File: src/rtl/sb_rx_fsm_if.sv
// Sideband RX bundle: serial input, FIFO write port and status/error outputs.
interface sb_rx_fsm_if #(
    parameter int unsigned PKT_WIDTH = 64,
    parameter int unsigned CNT_W     = 8
);
    logic                 i_bit_valid;
    logic                 i_ser_data;
    logic                 i_fifo_full;
    logic                 o_fifo_wr_en;
    logic [PKT_WIDTH-1:0] o_fifo_wdata;
    logic                 o_rx_busy;
    logic                 o_gap_err;
    logic                 o_trunc_err;
    logic                 o_ovf_err;
    logic [CNT_W-1:0]     o_pkt_cnt;

    modport slave (
        input  i_bit_valid, i_ser_data, i_fifo_full,
        output o_fifo_wr_en, o_fifo_wdata, o_rx_busy,
        output o_gap_err, o_trunc_err, o_ovf_err, o_pkt_cnt
    );

    modport master (
        output i_bit_valid, i_ser_data, i_fifo_full,
        input  o_fifo_wr_en, o_fifo_wdata, o_rx_busy,
        input  o_gap_err, o_trunc_err, o_ovf_err, o_pkt_cnt
    );
endinterface

File: src/rtl/sb_rx_fsm.sv
// Sideband RX framer: deserialises LSB-first packets, enforces the idle gap,
// pushes complete packets to the RX FIFO and flags gap/truncation/overflow.
module sb_rx_fsm #(
    parameter int unsigned PKT_WIDTH = 64,
    parameter int unsigned GAP_UI    = 32,
    parameter int unsigned CNT_W     = 8
) (
    input  logic        i_clk,
    input  logic        i_rst,
    sb_rx_fsm_if.slave  sb
);

    localparam int unsigned BIT_W = $clog2(PKT_WIDTH + 1);
    localparam int unsigned GAP_W = $clog2(GAP_UI + 1);

    typedef enum logic [1:0] {
        IDLE    = 2'd0,
        RECEIVE = 2'd1,
        GAP     = 2'd2
    } state_e;

    state_e               state_q,     state_d;
    logic [PKT_WIDTH-1:0] shift_q,     shift_d;
    logic [BIT_W-1:0]     bit_cnt_q,   bit_cnt_d;
    logic [GAP_W-1:0]     stall_q,     stall_d;
    logic [GAP_W-1:0]     gap_cnt_q,   gap_cnt_d;
    logic                 wr_en_q,     wr_en_d;
    logic [PKT_WIDTH-1:0] wdata_q,     wdata_d;
    logic                 busy_q,      busy_d;
    logic                 gap_err_q,   gap_err_d;
    logic                 trunc_err_q, trunc_err_d;
    logic                 ovf_err_q,   ovf_err_d;
    logic [CNT_W-1:0]     pkt_cnt_q,   pkt_cnt_d;

    logic [PKT_WIDTH-1:0] shift_in;
    logic [PKT_WIDTH-1:0] first_bit;
    logic [GAP_W-1:0]     stall_inc;
    logic [GAP_W-1:0]     gap_inc;

    // Right shift with new bit at MSB: after PKT_WIDTH bits the first lands in [0].
    assign shift_in  = {sb.i_ser_data, shift_q[PKT_WIDTH-1:1]};
    assign first_bit = {sb.i_ser_data, (PKT_WIDTH-1)'(0)};
    assign stall_inc = (stall_q   == GAP_W'(GAP_UI)) ? stall_q   : stall_q   + GAP_W'(1);
    assign gap_inc   = (gap_cnt_q == GAP_W'(GAP_UI)) ? gap_cnt_q : gap_cnt_q + GAP_W'(1);

    always_ff @(posedge i_clk) begin
        if (i_rst) begin
            state_q     <= IDLE;
            shift_q     <= '0;
            bit_cnt_q   <= '0;
            stall_q     <= '0;
            gap_cnt_q   <= '0;
            wr_en_q     <= 1'b0;
            wdata_q     <= '0;
            busy_q      <= 1'b0;
            gap_err_q   <= 1'b0;
            trunc_err_q <= 1'b0;
            ovf_err_q   <= 1'b0;
            pkt_cnt_q   <= '0;
        end else begin
            state_q     <= state_d;
            shift_q     <= shift_d;
            bit_cnt_q   <= bit_cnt_d;
            stall_q     <= stall_d;
            gap_cnt_q   <= gap_cnt_d;
            wr_en_q     <= wr_en_d;
            wdata_q     <= wdata_d;
            busy_q      <= busy_d;
            gap_err_q   <= gap_err_d;
            trunc_err_q <= trunc_err_d;
            ovf_err_q   <= ovf_err_d;
            pkt_cnt_q   <= pkt_cnt_d;
        end
    end

    always_comb begin
        state_d     = state_q;
        shift_d     = shift_q;
        bit_cnt_d   = bit_cnt_q;
        stall_d     = stall_q;
        gap_cnt_d   = gap_cnt_q;
        wr_en_d     = 1'b0;
        wdata_d     = wdata_q;
        gap_err_d   = 1'b0;
        trunc_err_d = 1'b0;
        ovf_err_d   = 1'b0;
        pkt_cnt_d   = pkt_cnt_q;

        unique case (state_q)
            IDLE: begin
                if (sb.i_bit_valid) begin
                    shift_d   = first_bit;
                    bit_cnt_d = BIT_W'(1);
                    stall_d   = '0;
                    state_d   = RECEIVE;
                end
            end
            RECEIVE: begin
                if (sb.i_bit_valid) begin
                    shift_d = shift_in;
                    stall_d = '0;
                    if (bit_cnt_q == BIT_W'(PKT_WIDTH - 1)) begin
                        bit_cnt_d = '0;
                        gap_cnt_d = '0;
                        state_d   = GAP;
                        // Never back-pressure: a full FIFO drops the packet.
                        if (!sb.i_fifo_full) begin
                            wr_en_d   = 1'b1;
                            wdata_d   = shift_in;
                            pkt_cnt_d = pkt_cnt_q + CNT_W'(1);
                        end else begin
                            ovf_err_d = 1'b1;
                        end
                    end else begin
                        bit_cnt_d = bit_cnt_q + BIT_W'(1);
                    end
                end else begin
                    stall_d = stall_inc;
                    if (stall_inc == GAP_W'(GAP_UI)) begin
                        trunc_err_d = 1'b1;
                        shift_d     = '0;
                        bit_cnt_d   = '0;
                        state_d     = IDLE;
                    end
                end
            end
            GAP: begin
                if (sb.i_bit_valid) begin
                    gap_err_d = 1'b1;
                    shift_d   = first_bit;
                    bit_cnt_d = BIT_W'(1);
                    stall_d   = '0;
                    state_d   = RECEIVE;
                end else begin
                    gap_cnt_d = gap_inc;
                    if (gap_inc == GAP_W'(GAP_UI)) begin
                        state_d = IDLE;
                    end
                end
            end
            default: begin
                state_d = IDLE;
            end
        endcase
    end

    // Registered from next state so it always equals (state_q != IDLE).
    assign busy_d = (state_d != IDLE);

    assign sb.o_fifo_wr_en = wr_en_q;
    assign sb.o_fifo_wdata = wdata_q;
    assign sb.o_rx_busy    = busy_q;
    assign sb.o_gap_err    = gap_err_q;
    assign sb.o_trunc_err  = trunc_err_q;
    assign sb.o_ovf_err    = ovf_err_q;
    assign sb.o_pkt_cnt    = pkt_cnt_q;

endmodule
File: src/flat_wrapper.sv
// flat-port wrapper written by rule: the top's interface ports become plain ports
module sb_rx_fsm_flat 
#(
    parameter int unsigned PKT_WIDTH = 64,
    parameter int unsigned GAP_UI    = 32,
    parameter int unsigned CNT_W     = 8
)
  (i_clk, i_rst, sb_i_bit_valid, sb_i_ser_data, sb_i_fifo_full, sb_o_fifo_wr_en, sb_o_fifo_wdata, sb_o_rx_busy, sb_o_gap_err, sb_o_trunc_err, sb_o_ovf_err, sb_o_pkt_cnt);
  sb_rx_fsm_if #(.PKT_WIDTH(PKT_WIDTH), .CNT_W(CNT_W)) sb_i ();
  input  logic i_clk;
  input  logic i_rst;
  input wire logic [$bits(sb_i.i_bit_valid)-1:0] sb_i_bit_valid;
  input wire logic [$bits(sb_i.i_ser_data)-1:0] sb_i_ser_data;
  input wire logic [$bits(sb_i.i_fifo_full)-1:0] sb_i_fifo_full;
  output wire logic [$bits(sb_i.o_fifo_wr_en)-1:0] sb_o_fifo_wr_en;
  output wire logic [$bits(sb_i.o_fifo_wdata)-1:0] sb_o_fifo_wdata;
  output wire logic [$bits(sb_i.o_rx_busy)-1:0] sb_o_rx_busy;
  output wire logic [$bits(sb_i.o_gap_err)-1:0] sb_o_gap_err;
  output wire logic [$bits(sb_i.o_trunc_err)-1:0] sb_o_trunc_err;
  output wire logic [$bits(sb_i.o_ovf_err)-1:0] sb_o_ovf_err;
  output wire logic [$bits(sb_i.o_pkt_cnt)-1:0] sb_o_pkt_cnt;
  assign sb_i.i_bit_valid = sb_i_bit_valid;
  assign sb_i.i_ser_data = sb_i_ser_data;
  assign sb_i.i_fifo_full = sb_i_fifo_full;
  assign sb_o_fifo_wr_en = sb_i.o_fifo_wr_en;
  assign sb_o_fifo_wdata = sb_i.o_fifo_wdata;
  assign sb_o_rx_busy = sb_i.o_rx_busy;
  assign sb_o_gap_err = sb_i.o_gap_err;
  assign sb_o_trunc_err = sb_i.o_trunc_err;
  assign sb_o_ovf_err = sb_i.o_ovf_err;
  assign sb_o_pkt_cnt = sb_i.o_pkt_cnt;
  sb_rx_fsm #(.PKT_WIDTH(PKT_WIDTH), .GAP_UI(GAP_UI), .CNT_W(CNT_W)) u_core (.i_clk(i_clk), .i_rst(i_rst), .sb(sb_i));
endmodule
File: config.mk
export PLATFORM = sky130hd
export DESIGN_NAME = sb_rx_fsm_flat
export DESIGN_NICKNAME = d
export VERILOG_FILES = /design/src/rtl/sb_rx_fsm_if.sv /design/src/rtl/sb_rx_fsm.sv /design/src/flat_wrapper.sv
export SDC_FILE = /design/constraint.sdc
export NUM_CORES = 1
export LEC_CHECK = 0
export CAP_MARGIN = 20
export CORE_MARGIN = 1.5
export CORE_UTILIZATION = 29
export CTS_BUF_LIST = sky130_fd_sc_hd__clkbuf_8
export CTS_CLUSTER_DIAMETER = 50
export CTS_CLUSTER_SIZE = 10
export DETAILED_ROUTE_END_ITERATION = 8
export GPL_ROUTABILITY_DRIVEN = 0
export MAX_ROUTING_LAYER = met4
export PLACE_DENSITY = 0.59
export SYNTH_ARGS = -nofsm -noshare
export SYNTH_HDL_FRONTEND = slang
export SYNTH_SLANG_ARGS = --single-unit
File: constraint.sdc
create_clock -name i_clk -period 2.42 [get_ports i_clk]
set_input_delay 0.484 -clock i_clk [delete_from_list [all_inputs] [get_ports i_clk]]
set_output_delay 0.484 -clock i_clk [all_outputs]
set_load 0.005 [all_outputs]
# Word-level counts from Yosys, hierarchy flattened
# Index checks and enable logic that the tools add are counted.
# Widths: inputs -> output; s select.
totals:
  ram_bits: 0
  output_inout_bits: 77
  mem_bits_ro: 0
  in_bits: 5
  latch_bits: 0
  ff_bits: 162
  wordCells: 74
  mem_count: 0
op_classes:
  multipliers: 0
  bitwise_logic: 5
  muxes: 29
  order_cmp: 0
  shifts: 0
  addsub: 4
  n_reduce_logical: 12
  n_div: 0
  eq_ne: 12
ops:
  columns: ["op", "count"]
  rows:
  - ["$mux 64", 3]
  - ["$pmux 64 s2", 1]
  - ["$mux 6", 7]
  - ["$mux 7", 4]
  - ["$eq 6x6->1 const B", 4]
  - ["$pmux 6 s2", 2]
  - ["$pmux 7 s2", 1]
  - ["$add 6x1->6 const B", 2]
  - ["$mux 2", 6]
  - ["$add 8x1->8 const B", 1]
  - ["$reduce_and 4->1", 2]
  - ["$add 7x1->7 const B", 1]
  - ["$eq 7x6->1 const B", 1]
  - ["$pmux 2 s3", 1]
  - ["$reduce_bool 2->1", 3]
  - ["$not 1->1", 5]
  - ["$mux 1", 4]
  - ["$ne 2x1->1 const B", 2]
  - ["$ne 2x2->1 const B", 2]
  - ["$reduce_or 2->1", 2]
  - ["$reduce_or 4->1", 1]
  - ["$ne 3x2->1 const B", 1]
  - ["$reduce_and 3->1", 1]
  - ["$reduce_or 3->1", 1]
  - ["4 further kinds", 4]

# Logic depth before layout (Yosys ltp)
depth:
  ltp_word: 7
  depth_mapped: 8
  mapped_depth_nobuf: 7

# Worst setup path before layout
# No wires, ideal clock.
synth_timing:
  path_kind: "register -> register"
  start: "reg u_core.bit_cnt_q[0]"
  end: "reg u_core.wdata_q[10] (netlist: u_core.sb.o_fifo_wdata[10])"
  path_stages_with_launch: 9
  setup_slack_ns: 0.357
  t_required_ns: 2.288
  setup_ns: 0.132
  synth_period_minus_slack_ns: 2.063
  n_path_buf: 3
  arrival_time_ns: 1.931
  path_cell_list: "dfxtp_1 ha_1 nand4b_1 or4_1 clkbuf_1 clkbuf_1 buf_1 nand2_1 a21oi_1"
synth_between:
  elab_chain_len: 2
synth_lines:
  columns: ["element", "line", "source"]
  rows:
  - ["start, declared", "sb_rx_fsm.sv:24", "logic [BIT_W-1:0] bit_cnt_q, bit_cnt_d;"]
  - ["start signal, assigned", "sb_rx_fsm.sv:63", "bit_cnt_q <= bit_cnt_d;"]
  - ["$eq 7x6->1", "sb_rx_fsm.sv:102", "if (bit_cnt_q == BIT_W'(PKT_WIDTH - 1)) begin"]
  - ["$reduce_and 4->1 (no line)", null, null]
  - ["end signal, assigned", "sb_rx_fsm.sv:67", "wdata_q <= wdata_d;"]
  - ["end, declared", "sb_rx_fsm.sv:28", "logic [PKT_WIDTH-1:0] wdata_q, wdata_d;"]
# Every way passes these cells.
# A chain may end at the register's enable or synchronous reset.

# Worst setup path after layout
layout_timing:
  start: "reg u_core.stall_q[0]"
  end: "reg u_core.busy_q (netlist: u_core.sb.o_rx_busy)"
layout_between:
  elab_chain_len: 7
  word_cells_on_any_way: 8
  classes_between: "add/sub: 1; eq/ne: 2; mux: 4; reduce/logical: 1"
layout_lines:
  columns: ["element", "line", "source"]
  rows:
  - ["start, declared", "sb_rx_fsm.sv:25", "logic [GAP_W-1:0] stall_q, stall_d;"]
  - ["start signal, assigned", "sb_rx_fsm.sv:64", "stall_q <= stall_d;"]
  - ["$add 6x1->6 or $eq 6x6->1 (tied branches)", "sb_rx_fsm.sv:43", "assign stall_inc = (stall_q == GAP_W'(GAP_UI)) ? stall_q : stall_q + GAP_W'(1);"]
  - ["$mux 6 *", "sb_rx_fsm.sv:43", null]
  - ["$eq 6x6->1 *", "sb_rx_fsm.sv:119", "if (stall_inc == GAP_W'(GAP_UI)) begin"]
  - ["$mux 2 *", "sb_rx_fsm.sv:119", null]
  - ["$mux 2 *", "sb_rx_fsm.sv:99", "if (sb.i_bit_valid) begin"]
  - ["$pmux 2 s3 *", "sb_rx_fsm.sv:89", "unique case (state_q)"]
  - ["$reduce_bool 2->1 *", "sb_rx_fsm.sv:148", "assign busy_d = (state_d != IDLE);"]
  - ["end signal, assigned", "sb_rx_fsm.sv:68", "busy_q <= busy_d;"]
  - ["end, declared", "sb_rx_fsm.sv:29", "logic busy_q, busy_d;"]
# Mark *: on every way between the ends. The rest lies on a longest branch, timed or not.

==> results_dict.tcl <==
set metrics [dict create \
    status "completed" \
    cts_buffers 17 \
    antenna_found_initial 0 \
    diodes 0 \
    synth_common_cells "161 x dfxtp_1, 141 x nand2_1, 81 x o21ai_0, 75 x a21oi_1, 75 x inv_1" \
    yosys_most_used_dff "dfxtp_1" \
    cp-start-kind "register" \
    yosysMostFrequentCell "dfxtp_1" \
    wl_per_cell_microns 14.2 \
    design_area_sq_mm 0.00807 \
    maxSlewHeadroom_pct 64.4 \
    period_needed_ns 2.19 \
    p_leak_nw 2.50 \
    antenna_left 0 \
    drv_slew 0 \
    dieWidth_microns 153 \
    hpwl_microns 9960 \
    netlist.top_cell.by_area "dfxtp_1" \
    end_kind "register" \
    synth_top_area_share_pct 49.5 \
    grt_pass1_wl_microns 26900 \
    pre_cts_slack_ns -0.0195 \
    worstMarginPinSlew_ns 0.533 \
    synth_edf_count 0 \
    cts_buffer_depth 2 \
    hold_end "u_core.gap_cnt_q[5]" \
    seq_area_sq_mm 0.00322 \
    reg2reg_depth 7 \
    core_area_sq_mm 0.0219 \
    nets 857 \
    start_util_pct 29.7 \
    path_clk_slew_ns 0.08 \
    multi_input_area_sq_mm 0.00280 \
    cts_hold_buf 0 \
    dr.pass1.iters 4 \
    area_growth_pct 24.1 \
    finalHoldViolCount 0 \
    dieHeight_microns 153 \
    post-cts-setup-buffers 0 \
    syn-cell-area_sq_mm 0.00651 \
    hold_path_class "input port to register" \
    synth_fp_nets 794 \
    setup_slack_ns 0.227 \
    finalCritPeriodShare_pct 90.6 \
    ys_seq_elements 161 \
    async_reset_ff_share_pct 0 \
    fin_util_pct 36.9 \
    finalSetupViolations 0 \
    synth_area_leaders "dfxtp_1 50%, a32oi_1 8.6%, nand2_1 8.1%" \
    root_buffer "clkbuf_8" \
    min_from "i_rst" \
    dpl-instance-area_sq_mm 0.00767 \
    syn_area_per_cell_sq_um 8.31 \
    max_freq_ghz 0.456 \
    design.portCount 82 \
    route.vias.total 5647 \
    synthDistinctLibCells 60 \
    dr.first_iter.drc_count 328 \
    worst_r2r_endpoint "u_core.sb.o_rx_busy" \
    grt_overflow 0 \
    rsz0062_at_grt "no" \
    vias_per_cell 4.96 \
    clock_latency_ns 0.46 \
    ys_seq_area_share_pct 49.5 \
    powerDensity_mw_per_mm2 604 \
    ys_warn_count 0 \
    ff2ff_setup_slack_ns 0.23 \
    cp.required_ns 2.77 \
    track_usage_pct 14.3 \
    num-fill-cells 2298 \
    reg2reg_from "u_core.stall_q[0]" \
    htreeDepth 4 \
    fin_skew_ns 0.0113 \
    grt_pass1_vias 5304 \
    cts_sinks 161 \
    cts_resized 0 \
    cap_violations 0 \
    cts_tree "done" \
    vdd_drop_max_v 0.000353 \
    port_buffers 81 \
    rows 54 \
    worstSetupPathType "register to register" \
    wl_microns 16200 \
    layout-drive-gt1-share_pct 8.15 \
    grt_max_degree 64 \
    synthCells 783 \
    crit_fanout 6 \
    dieArea_sq_mm 0.0233 \
    drcViolationCount 0 \
    crit_arrival_ns 2.54 \
    hold_depth 2 \
]
[cells in the final DEF (no fill, tap or decap), drive strengths merged, types with 2 or more instances in the layout]
master	n
nor4	4
a22oi	2
and4	2
or3	6
dfxtp	161
nand3b	2
o21ai	82
nand3	9
xnor2	4
nand4	5
o22ai	2
buf	21
or4b	2
a21oi	76
nor4b	2
nand2	141
a311oi	2
nor3	10
o32ai	2
xor2	4
a32oi	64
clkinv	7
nor2	30
o311ai	2
clkdlybuf4s50	80
and3	5
nand2b	3
clkbuf	18
bufinv	2
inv	79
clkinvlp	2
o31ai	2
ha	6
[cell families after synthesis]
family	after synthesis	share of synthesized area, %
AO/OA/AOI/OAI	245	24.1
AND/OR/NAND/NOR	228	15.8
flip-flops	161	49.5
buffers and inverters	133	8.04
XOR/XNOR	8	1.08
adder cells (fa/ha/maj)	6	1.15
multiplexers	2	0.327
[cell type report]
type	count	share of cell area, %
clock buffers	18	3.07
repair buffers	101	12.6
flip-flops and latches	161	39.9
multi-input cells	489	34.7
well taps	280	4.34
inverters	76	3.53
clock inverters	14	1.75
[per-stage QoR]
stage                     hold WS [ns]  setup TNS (ns)  cells  power (mW)
after global placement           0.443         -0.0291   1107        2.97
after global routing             0.396               0   1139        5.09
after CTS                        0.370               0   1139        4.94
after floorplan                  0.417               0    783        2.89
final                            0.387               0   1139        4.88
after detailed placement         0.443         -0.0212   1107        2.97
[power by group]
part	leakage (nW)	switching [mW]	internal, mW
logic	1.00	0.154	0.0720
registers	1.30	0.0220	2.66
clock network	0.201	1.03	0.939
total	2.50	1.21	3.67
[layer usage]
layer | GRT usage, % | up-vias | part of all wire [%]
li1 | - | 2858 | -
met1 | 18.4 | 2653 | 49
met2 | 22.4 | 118 | 46
met3 | 3.16 | 18 | 4.3
met4 | 4.53 | 0 | 0.95
met5 | - | - | 0
[worst max-delay path by stage]
stage / startpoint / to / slack [ns] / cells after the start
floorplan: u_core.bit_cnt_q[0] / u_core.sb.o_fifo_wdata[10] / 0.36 / 8
global placement: sb_i_bit_valid / u_core.sb.o_rx_busy / -0.02 / 6
detailed placement: sb_i_bit_valid / u_core.sb.o_rx_busy / -0.02 / 6
CTS: u_core.stall_q[1] / u_core.shift_q[51] / 0.008 / 7
global route: u_core.stall_q[0] / u_core.shift_q[49] / 0.04 / 7
finish: u_core.stall_q[0] / u_core.sb.o_rx_busy / 0.23 / 7
[flip-flops by register name, indices dropped and copies added, names as in the netlist]
name	count
u_core.sb.o_pkt_cnt	8
u_core.state_q	2
u_core.sb.o_gap_err	1
u_core.sb.o_rx_busy	1
u_core.bit_cnt_q	7
u_core.sb.o_fifo_wdata	64
u_core.gap_cnt_q	6
u_core.sb.o_fifo_wr_en	1
u_core.shift_q	63
u_core.sb.o_trunc_err	1
u_core.sb.o_ovf_err	1
u_core.stall_q	6
[worst max-delay path, stage by stage (launching register included)]
cell	delay, ns
dfxtp_1	0.37
inv_1	0.13
ha_1	0.17
or4b_4	0.46
nor3_2	0.14
a21oi_2	0.10
or3_4	0.40
a221o_1	0.31
Note: power is estimated with default switching activity, not from simulation.
